<file path="config.mk">
export PLATFORM = sky130hd
export DESIGN_NAME = harmonic_mixer_flat
export DESIGN_NICKNAME = d
export VERILOG_FILES = /design/src/rtl/harmonic_mixer_if.sv /design/src/rtl/harmonic_mixer.sv /design/src/flat_wrapper.sv
export SDC_FILE = /design/constraint.sdc
export NUM_CORES = 1
export LEC_CHECK = 0
export ABC_AREA = 1
export CORE_MARGIN = 2
export CORE_UTILIZATION = 57
export CTS_CLUSTER_SIZE = 20
export DETAILED_ROUTE_END_ITERATION = 12
export GPL_TIMING_DRIVEN = 0
export PLACE_DENSITY_LB_ADDON = 0.2
export REMOVE_ABC_BUFFERS = 1
export SKIP_CTS_REPAIR_TIMING = 1
export SLEW_MARGIN = 10
export SYNTH_ARGS = -nofsm -noshare
export SYNTH_HDL_FRONTEND = slang
export SYNTH_SLANG_ARGS = --single-unit
export TNS_END_PERCENT = 1
</file>
<file path="constraint.sdc">
create_clock -name i_Clock -period 2 [get_ports i_Clock]
set_clock_uncertainty 0.15 [all_clocks]
set_input_delay 0.4 -clock i_Clock [delete_from_list [all_inputs] [get_ports i_Clock]]
set_output_delay 0.4 -clock i_Clock [all_outputs]
set_load 0.005 [all_outputs]
</file>
<file path="src/rtl/harmonic_mixer_if.sv">
// Per-harmonic sample handshake between the mixer (master) and the
// sample-position / sine LUT responder (slave).
interface harmonic_mixer_if;
  logic        [7:0]  o_Harmonic;
  logic               o_Next_Sample;
  logic               i_Sample_Ready;
  logic signed [15:0] i_Sample_Value;
  logic               i_Freq_Too_High;
  logic        [7:0]  i_Level;

  modport master (
    output o_Harmonic, o_Next_Sample,
    input  i_Sample_Ready, i_Sample_Value, i_Freq_Too_High, i_Level
  );

  modport slave (
    input  o_Harmonic, o_Next_Sample,
    output i_Sample_Ready, i_Sample_Value, i_Freq_Too_High, i_Level
  );
endinterface

</file>
<file path="src/rtl/harmonic_mixer.sv">
// Per-frame harmonic sequencer: walks harmonics, scales and accumulates sine values,
// emits one mix word per frame. Define MIX_SATURATE_EN to clamp the output instead of wrapping.
module harmonic_mixer #(
  parameter int unsigned NUM_HARMONICS = 64,
  parameter int unsigned ACC_W         = 32,
  parameter int unsigned MIX_SHIFT     = 14,
  parameter int unsigned READ_DELAY    = 2
) (
  input  logic               i_Clock,
  input  logic               i_Reset_N,
  input  logic               i_Start,
  harmonic_mixer_if.master   hif,
  output logic signed [15:0] o_Mix,
  output logic               o_Mix_Valid,
  output logic               o_Busy,
  output logic               o_Overrun
);

  typedef enum logic [2:0] {
    S_IDLE, S_WAIT_RDY, S_WAIT_DATA, S_ACCUM, S_ADVANCE, S_FINISH
  } state_t;

  localparam logic [7:0] LAST_HARM = 8'(NUM_HARMONICS - 1);

  state_t                   state_q, state_d;
  logic        [7:0]        harm_q, harm_d;
  logic                     ns_q, ns_d;
  logic        [7:0]        cnt_q, cnt_d;
  logic signed [24:0]       prod_q, prod_d;
  logic signed [ACC_W-1:0]  acc_q, acc_d;
  logic signed [15:0]       mix_q, mix_d;
  logic                     mv_q, mv_d;
  logic                     busy_q, busy_d;
  logic                     ov_q, ov_d;
  logic                     pend_q, pend_d;
  logic signed [15:0]       mix_out;

`ifdef MIX_SATURATE_EN
  localparam logic signed [ACC_W-1:0] SAT_HI = ACC_W'(32767);
  localparam logic signed [ACC_W-1:0] SAT_LO = -SAT_HI - ACC_W'(1);
  logic signed [ACC_W-1:0] shifted;

  always_comb begin
    shifted = acc_q >>> MIX_SHIFT;
    if (shifted > SAT_HI)      mix_out = 16'sh7FFF;
    else if (shifted < SAT_LO) mix_out = 16'sh8000;
    else                       mix_out = shifted[15:0];
  end
`else
  assign mix_out = 16'(acc_q >>> MIX_SHIFT);
`endif

  always_ff @(posedge i_Clock or negedge i_Reset_N) begin
    if (!i_Reset_N) begin
      state_q <= S_IDLE;
      harm_q  <= '0;
      ns_q    <= 1'b0;
      cnt_q   <= '0;
      prod_q  <= '0;
      acc_q   <= '0;
      mix_q   <= '0;
      mv_q    <= 1'b0;
      busy_q  <= 1'b0;
      ov_q    <= 1'b0;
      pend_q  <= 1'b0;
    end else begin
      state_q <= state_d;
      harm_q  <= harm_d;
      ns_q    <= ns_d;
      cnt_q   <= cnt_d;
      prod_q  <= prod_d;
      acc_q   <= acc_d;
      mix_q   <= mix_d;
      mv_q    <= mv_d;
      busy_q  <= busy_d;
      ov_q    <= ov_d;
      pend_q  <= pend_d;
    end
  end

  always_comb begin
    state_d = state_q;
    harm_d  = harm_q;
    ns_d    = 1'b0;
    cnt_d   = cnt_q;
    prod_d  = prod_q;
    acc_d   = acc_q;
    mix_d   = mix_q;
    mv_d    = 1'b0;
    busy_d  = busy_q;
    pend_d  = pend_q;
    // A start on the o_Mix_Valid cycle is treated like one arriving while busy.
    ov_d    = i_Start && (busy_q || mv_q);

    unique case (state_q)
      S_IDLE: begin
        if (i_Start && !mv_q) begin
          acc_d   = '0;
          busy_d  = 1'b1;
          pend_d  = 1'b0;
          state_d = S_WAIT_RDY;
        end
      end
      S_WAIT_RDY: begin
        if (hif.i_Sample_Ready) begin
          cnt_d   = 8'(READ_DELAY);
          state_d = S_WAIT_DATA;
        end
      end
      S_WAIT_DATA: begin
        if (cnt_q != 8'd0) begin
          cnt_d = cnt_q - 8'd1;
        end else if (hif.i_Freq_Too_High) begin
          pend_d  = 1'b1;
          state_d = S_FINISH;
        end else begin
          prod_d  = hif.i_Sample_Value * $signed({1'b0, hif.i_Level});
          state_d = S_ACCUM;
        end
      end
      S_ACCUM: begin
        acc_d   = acc_q + $signed({{(ACC_W-25){prod_q[24]}}, prod_q});
        state_d = S_ADVANCE;
      end
      S_ADVANCE: begin
        ns_d = 1'b1;
        if (harm_q == LAST_HARM) begin
          harm_d  = '0;
          state_d = S_FINISH;
        end else begin
          harm_d  = harm_q + 8'd1;
          state_d = S_WAIT_RDY;
        end
      end
      S_FINISH: begin
        // Only the too-high exit still owes the responder its Next_Sample for this harmonic.
        harm_d  = '0;
        ns_d    = pend_q;
        pend_d  = 1'b0;
        mix_d   = mix_out;
        mv_d    = 1'b1;
        busy_d  = 1'b0;
        state_d = S_IDLE;
      end
      default: state_d = S_IDLE;
    endcase
  end

  assign hif.o_Harmonic    = harm_q;
  assign hif.o_Next_Sample = ns_q;
  assign o_Mix             = mix_q;
  assign o_Mix_Valid       = mv_q;
  assign o_Busy            = busy_q;
  assign o_Overrun         = ov_q;

endmodule

</file>
<file path="src/flat_wrapper.sv">
// flat-port wrapper written by rule: the top's interface ports become plain ports
module harmonic_mixer_flat 
#(
  parameter int unsigned NUM_HARMONICS = 64,
  parameter int unsigned ACC_W         = 32,
  parameter int unsigned MIX_SHIFT     = 14,
  parameter int unsigned READ_DELAY    = 2
)
  (i_Clock, i_Reset_N, i_Start, o_Mix, o_Mix_Valid, o_Busy, o_Overrun, hif_o_Harmonic, hif_o_Next_Sample, hif_i_Sample_Ready, hif_i_Sample_Value, hif_i_Freq_Too_High, hif_i_Level);
  harmonic_mixer_if hif_i ();
  input  logic i_Clock;
  input  logic i_Reset_N;
  input  logic i_Start;
  output logic signed [15:0] o_Mix;
  output logic o_Mix_Valid;
  output logic o_Busy;
  output logic o_Overrun;
  output wire logic [$bits(hif_i.o_Harmonic)-1:0] hif_o_Harmonic;
  output wire logic [$bits(hif_i.o_Next_Sample)-1:0] hif_o_Next_Sample;
  input wire logic [$bits(hif_i.i_Sample_Ready)-1:0] hif_i_Sample_Ready;
  input wire logic [$bits(hif_i.i_Sample_Value)-1:0] hif_i_Sample_Value;
  input wire logic [$bits(hif_i.i_Freq_Too_High)-1:0] hif_i_Freq_Too_High;
  input wire logic [$bits(hif_i.i_Level)-1:0] hif_i_Level;
  assign hif_o_Harmonic = hif_i.o_Harmonic;
  assign hif_o_Next_Sample = hif_i.o_Next_Sample;
  assign hif_i.i_Sample_Ready = hif_i_Sample_Ready;
  assign hif_i.i_Sample_Value = hif_i_Sample_Value;
  assign hif_i.i_Freq_Too_High = hif_i_Freq_Too_High;
  assign hif_i.i_Level = hif_i_Level;
  harmonic_mixer #(.NUM_HARMONICS(NUM_HARMONICS), .ACC_W(ACC_W), .MIX_SHIFT(MIX_SHIFT), .READ_DELAY(READ_DELAY)) u_core (.i_Clock(i_Clock), .i_Reset_N(i_Reset_N), .i_Start(i_Start), .hif(hif_i), .o_Mix(o_Mix), .o_Mix_Valid(o_Mix_Valid), .o_Busy(o_Busy), .o_Overrun(o_Overrun));
endmodule
</file>
==> summary.txt, run 1 <==
Route
  – Detailed Routing Iterations Pass 1: 5
  – Routed wl met3: 894 um
  – Initial DRC count: ~530
  – DRT met1 WL: ~11000 um
  – Routed WL: about 26000 um
  – Average wire per standard cell: approximately 13 um
  – Number of remaining DRC errors: 0
  – WL met2: ~13000 um
  – ANT nets after route: 0
  – Highest Signal Layer: met4
  – Via density: 5.10
  – Via count: between 9000 and 10000

Setup path
  – Required @ worst endpoint: between 2 and 2.5 ns
  – Max Fanout on Critical Path: 8
  – Arrival @ worst endpoint: between 4 and 5 ns
  – Kind of critical path: input port to flip-flop
  – Reg-to-reg startpoint: u_core.state_q[0]
  – Crit path from: hif_i_Level[0]
  – Cell family contributing the most delay on the critical path: adder cells
  – R2R cell count: 6
  – R2r endpoint: u_core.acc_q[2]
  – Levels on crit path: 20
  – Slowest library cell on the worst path: fa_2
  – Crit path capture: u_core.prod_q[21]
  – Critical Path Start Type: input port
  – CP endpoint kind: flip-flop
  – Reg2reg setup slack: -0.41 ns
  – Cell chain of the critical path: buf_12 > nand2_4 > inv_4 > fa_2 > inv_4 > fa_1 > inv_2 > fa_1 > inv_2 > fa_1 > inv_2 > ha_4 > nand2_4 > nor2_4 > and2_4 > nand3_2 > nand3_1 > nand2_1 > nand3_2 > nand2_1
  – CP bufs+invs: 6
  – Largest stage delay, worst path: around 0.61 ns

STA
  – Final setup fails: 56
  – Fmax achieved: about 250 MHz
  – Fin. max-slew vios: 0
  – Post-route clock period utilization: 200%
  – Least-Margin Pin Slew: 0.603 ns
  – Final min period: 4.01 ns
  – Final WS setup: -2.01 ns
  – Slew HR: ~60%
  – Final Hold Violating Endpoints: 0
  – RSZ-0062 raised after global routing: true

Clock tree
  – Clock transition at path regs: about 0.07 ns
  – CTS tree: yes
  – Clock root buffer: clkbuf_16
  – Skew-Pair Late Insertion Delay: roughly 0.35 ns
  – Sink Count: between 90 and 100
  – Inserted Clock Buffers: 9
  – CTS max path bufs: 2
  – CTS H-tree lvls: 3

Layout
  – Commonest non-fill, non-tap cell in the layout: nand2_1
  – Fraction of layout instances using a drive strength above 1: 12.1%
  – Most frequent cells in the layout: nand2_1 (539), inv_1 (354), fa_1 (97)
  – Final Non-Filler Cells: just under 2000
  – N_diodes: 0
  – NumNets Final: between 1500 and 2000
  – Area delta synth->final: 16.8%
  – Final instance area: 13000 um2

Logic synthesis
  – Seq/Total Area, Yosys: around 21%
  – Compound-Gate Fraction of Synth Area: about 7.1%
  – Count of cell types in the netlist: 40
  – Largest family of logic cells by synthesized area: adder cells
  – Synthesized-area fraction occupied by and/or/nand/nor cells: around 28%
  – Syn. warnings: 0
  – Post-Synth XOR/XNOR Area: between 1 and 1.5%
  – Post-synthesis average cell area: 6.85 um2
  – Synthesized area: approximately 11000 um2
  – Post-Synth Adder-Cell Area: 27.8%
  – Post-Syn Instances: 1618
  – Flops & latches, synth: 95
  – Multiplexer area fraction after synthesis: 0%

Status
  – Failing checks: setup timing
  – Status: finished, violations left

Placed design
  – Final Wtd Congestion: between 0.9 and 1
  – I/O Buffers: 56
  – Placed Instances: about 1900
  – Post-DP Area: about 12000 um2
  – Post-DP HPWL: 20400 um

Floorplan
  – Die W: between 100 and 150 um
  – IO Count: 57
  – Core area: between 15000 and 20000 um2
  – Die Span Y: ~140 um
  – Initial core utilization: between 50 and 60%
  – # rows: roughly 50
  – Die Area: just over 20000 um2

Global routing
  – Total track usage: about 25%
  – Vias in the first global route: between 9000 and 10000
  – Grt ovf: 0
  – Initial antenna violation count: 0
  – Pin count of the biggest net entering global routing: 59
  – First-pass GRT wire length: ~43000 um

Power and ir drop
  – VDD IR-drop max: roughly 0.63 mV
  – Lkg Pwr: 0.00748 uW
  – Power density over the cells: 1380 nW/um2

Hold path
  – Hold Path Class: input port to flip-flop
  – Hold Path Depth: 3
  – Hold Startpoint: hif_i_Sample_Value[0]

Job
  – Maxcap violations: 0
-- area by class of cell --
class                   instances  area (um2)
clock buffers                   9         225
fillers                      1661        6320
inverters                     380        1440
clock inverters                 7        83.8
multi-input cells            1100        7750
repair buffers                 78         744
well taps                     265         332
flip-flops and latches         95        2380
-- worst min-delay path, stage by stage --
cell and delay, ns:
clkbuf_2 0.15, nand2_1 0.10, o21ai_1 0.07
-- per-stage QoR --
step	setup TNS [ns]	util (%)	hold slack, ns	total power, uW	setup slack (ns)
after floorplan	-61.65	-	-0.0456	10300	-2.26
after global placement	-444.51	61.2	0.309	12500	-3.59
after detailed placement	-87.70	61.4	0.257	12800	-3.64
after CTS	-80.91	63.0	-0.125	14600	-3.27
after global routing	-57.34	67.2	0.294	19600	-2.14
final	-45.30	67.2	0.260	17800	-2.01
-- kinds of logic after synthesis --
group | after synthesis
AO/OA/AOI/OAI | 139
buffers and inverters | 423
XOR/XNOR | 17
adder cells (fa/ha/maj) | 185
flip-flops | 95
AND/OR/NAND/NOR | 759
-- worst min-delay path by stage --
| stage | slack (ns) | to |
|---|---|---|
| 6_report | 0.26 | u_core.prod_q[0] |
| 3_5_place_dp | 0.26 | u_core.hif.o_Harmonic[5] |
| 3_3_place_gp | 0.31 | u_core.cnt_q[0] |
| 5_1_grt | 0.29 | u_core.prod_q[0] |
| 4_1_cts | -0.13 | u_core.hif.o_Harmonic[5] |
| 2_1_floorplan | -0.05 | u_core.acc_q[0] |
-- routing by layer --
layer	track usage, %	vias to the layer above
met5	0	-
met4	8.93	0
met3	1.87	50
met2	45.6	246
met1	32.4	4622
li1	-	4950
-- state kept, by name, summed over array words and instances, names as in the netlist, 3 cells and up --
signal,flops
u_core.cnt_q,8
u_core.acc_q,30
u_core.o_Mix,16
u_core.hif.o_Harmonic,8
u_core.state_q,3
u_core.prod_q,25
-- Yosys cell counts (all sizes together) --
| master | instances | area share (%) |
|---|---|---|
| a21o | 1 | 0.068 |
| a22o | 2 | 0.16 |
| clkbuf | 34 | 1.2 |
| nand3 | 71 | 3.2 |
| inv | 380 | 13 |
| nand3b | 4 | 0.27 |
| nor3 | 14 | 0.78 |
| a22oi | 1 | 0.068 |
| nor2 | 75 | 2.6 |
| nand4 | 19 | 1.1 |
| a31oi | 1 | 0.056 |
| nand2 | 568 | 19 |
| and2 | 5 | 0.28 |
| xor2 | 9 | 0.71 |
| xnor2 | 8 | 0.63 |
| ha | 82 | 9.3 |
| or2 | 3 | 0.17 |
| buf | 9 | 0.49 |
| o21ai | 57 | 2.6 |
| dfrtp | 95 | 21 |
| o21bai | 3 | 0.20 |
| a21oi | 62 | 2.9 |
| o22ai | 5 | 0.28 |
| o31ai | 4 | 0.45 |
| a32o | 3 | 0.27 |
| fa | 103 | 19 |
-- report_power, final --
group,switching [uW],total (uW),internal (uW)
combinational,7670,12900,5250
clock,808,1800,994
sequential,534,3110,2580
total,9010,17800,8830
Power figures use the tool's default switching activity.
==> run 2: changes to the inputs <==
--- a/config.mk
+++ b/config.mk
@@ -6,11 +6,11 @@
 export NUM_CORES = 1
 export LEC_CHECK = 0
 export ABC_AREA = 1
-export CORE_MARGIN = 2
 export CORE_UTILIZATION = 57
 export CTS_CLUSTER_SIZE = 20
 export DETAILED_ROUTE_END_ITERATION = 12
 export GPL_TIMING_DRIVEN = 0
+export HOLD_SLACK_MARGIN = 0.05
 export PLACE_DENSITY_LB_ADDON = 0.2
 export REMOVE_ABC_BUFFERS = 1
 export SKIP_CTS_REPAIR_TIMING = 1
==> run 2 against run 1 <==
The flow still finishes with violations (setup timing). Critical endpoint is now u_core.prod_q[24]. First-iteration DRC count decreased by 29%. Total power decreased by 2.2%. Highest routed layer unchanged. Non-clock buffer count decreased by 7.
==> summary.txt, run 2 (synthesis gave the netlist of run 1 again) <==
Status
  – Status: finished, violations left
  – Failing checks: setup timing

Setup path
  – Slowest library cell on the worst path: fa_2
  – Cell chain of the critical path: buf_12 > nand2_4 > inv_4 > fa_2 > clkinv_4 > fa_1 > inv_2 > fa_1 > inv_1 > fa_1 > inv_2 > ha_4 > nand2_4 > nor2_4 > inv_2 > nor2_4 > nand4_1 > nand3_1 > nand2_1 > nand3_1 > nand2_1
  – Max Fanout on Critical Path: 8
  – Required @ worst endpoint: 2.10 ns
  – R2R cell count: 6
  – Reg2reg setup slack: -0.43 ns
  – Critical Path Start Type: input port
  – R2r endpoint: u_core.acc_q[4]
  – CP endpoint kind: flip-flop
  – Arrival @ worst endpoint: 4.08 ns
  – Reg-to-reg startpoint: u_core.state_q[0]
  – Kind of critical path: input port to flip-flop
  – Largest stage delay, worst path: 0.61 ns

Route
  – Initial DRC count: 377
  – Average wire per standard cell: 13.7 um
  – Via count: around 9800
  – ANT nets after route: 0
  – Routed WL: approximately 26000 um
  – Detailed Routing Iterations Pass 1: 6
  – Number of remaining DRC errors: 0
  – Via density: 5.07

Layout
  – Max FFs per register: 30
  – Final Util: roughly two thirds
  – Commonest non-fill, non-tap cell in the layout: nand2_1
  – Reg with most FFs: u_core.acc_q
  – N_diodes: 0
  – Layout fillers: ~1700
  – NumNets Final: ~1900
  – Area delta synth->final: 16.3%
  – Most frequent cells in the layout: nand2_1 (531), inv_1 (354), fa_1 (98)
  – Final Non-Filler Cells: between 1500 and 2000
  – Fraction of layout instances using a drive strength above 1: a little under an eighth

STA
  – Post-route clock period utilization: 199%
  – Setup TNS: -44.46 ns
  – Final WS setup: -1.99 ns
  – Final setup fails: 50
  – Fmax achieved: ~250 MHz
  – Slew HR: approximately half
  – Least-Margin Pin Slew: between 0.7 and 0.8 ns
  – Final Hold Violating Endpoints: 0
  – Final min period: about 4 ns
  – WHS: 0.242 ns
  – Fin. max-slew vios: 0
  – RSZ-0062 raised after global routing: true

Placed design
  – Post-DP HPWL: 20800 um
  – I/O Buffers: 56
  – Placed Instances: approximately 1900
  – Final Wtd Congestion: between 0.9 and 1

Global routing
  – Total track usage: approximately 28%
  – Pin count of the biggest net entering global routing: 61
  – Grt ovf: 0
  – Initial antenna violation count: 0
  – First-pass GRT wire length: 44300 um
  – Vias in the first global route: about 9600

Hold path
  – Hold EP: u_core.prod_q[0]
  – Hold Startpoint: hif_i_Level[0]
  – Hold Path Class: input port to flip-flop
  – Hold Path Depth: 3

Floorplan
  – Die Area: roughly 20000 um2
  – Core area: 18900 um2
  – IO Count: 57
  – Die Span Y: approximately 140 um
  – Die W: roughly 140 um
  – # rows: 50
  – Initial core utilization: ~60%

Job
  – Maxcap violations: 0

Power and ir drop
  – Tot Pwr: roughly 17000 uW
  – Power density over the cells: 1350 nW/um2
  – VDD IR-drop max: 0.637 mV
  – Lkg Pwr: 0.00745 uW

Clock tree
  – Inserted Clock Buffers: 9
  – Sink Count: 95
  – Clock transition at path regs: roughly 0.07 ns
  – CTS tree: yes
  – Skew-Pair Late Insertion Delay: about 0.35 ns
  – CTS max path bufs: 2
  – CTS H-tree lvls: 3
  – Clock root buffer: clkbuf_16
run 2: cell count changes in the layout (fill, tap and decap cells not counted), moves of 3 or more:
cell     previous run  this run
buf_4              24        15
buf_6               3         6
nor2_2              7         4
nand2_2            21        27
nand2_1           539       531
buf_12              4         7
a21oi_1            48        51
inv_6               3         0
run 2: area by class of cell:
cell class	count	area, um2	share of cell area, %
clock buffers	11	243	1.88
clock inverters	5	33.8	0.262
inverters	380	1450	11.2
multi-input cells	1100	7750	60.1
flip-flops and latches	95	2380	18.4
well taps	260	325	2.52
repair buffers	71	718	5.57
run 2: power by group:
| part | switching, uW | internal [uW] | leakage, uW |
|---|---|---|---|
| logic | 7560 | 5140 | 0.00605 |
| clock network | 744 | 875 | 0.000132 |
| registers | 548 | 2580 | 0.00127 |
run 2: worst max path at each step:
stage                                start                end  slack [ns]  cells past startpoint
floorplan           hif_i_Sample_Value[15]  u_core.prod_q[24]       -2.26                     20
global placement            hif_i_Level[0]  u_core.prod_q[22]       -3.61                     17
detailed placement          hif_i_Level[3]  u_core.prod_q[21]       -3.64                     20
CTS                         hif_i_Level[0]  u_core.prod_q[22]       -3.27                     17
global route                hif_i_Level[2]  u_core.prod_q[24]       -2.16                     21
finish              hif_i_Sample_Value[15]  u_core.prod_q[24]       -1.99                     21
run 2: per-layer routing:
| layer | routed length [um] | vias up | part of all wire, % | global-route usage [%] |
|---|---|---|---|---|
| li1 | - | 4918 | - | - |
| met1 | 11400 | 4599 | 43 | 33.8 |
| met2 | 13600 | 196 | 52 | 51.1 |
| met3 | 619 | 41 | 2.4 | 2.06 |
| met4 | 628 | 0 | 2.4 | 9.39 |
| met5 | 0 | - | 0 | 0 |
run 2: critical path, delay by kind of cell:
family | cells | cell delay (ns)
buf+inv | 7 | 0.45
fa+ha+maj | 5 | 2.42
simple gates | 9 | 0.80
run 2: metrics by stage:
step	setup WS, ns	cell area [um2]
after CTS	-3.27	12100
after floorplan	-2.26	10900
after global placement	-3.61	11800
after detailed placement	-3.64	11800
after global routing	-2.16	12900
final	-1.99	12900
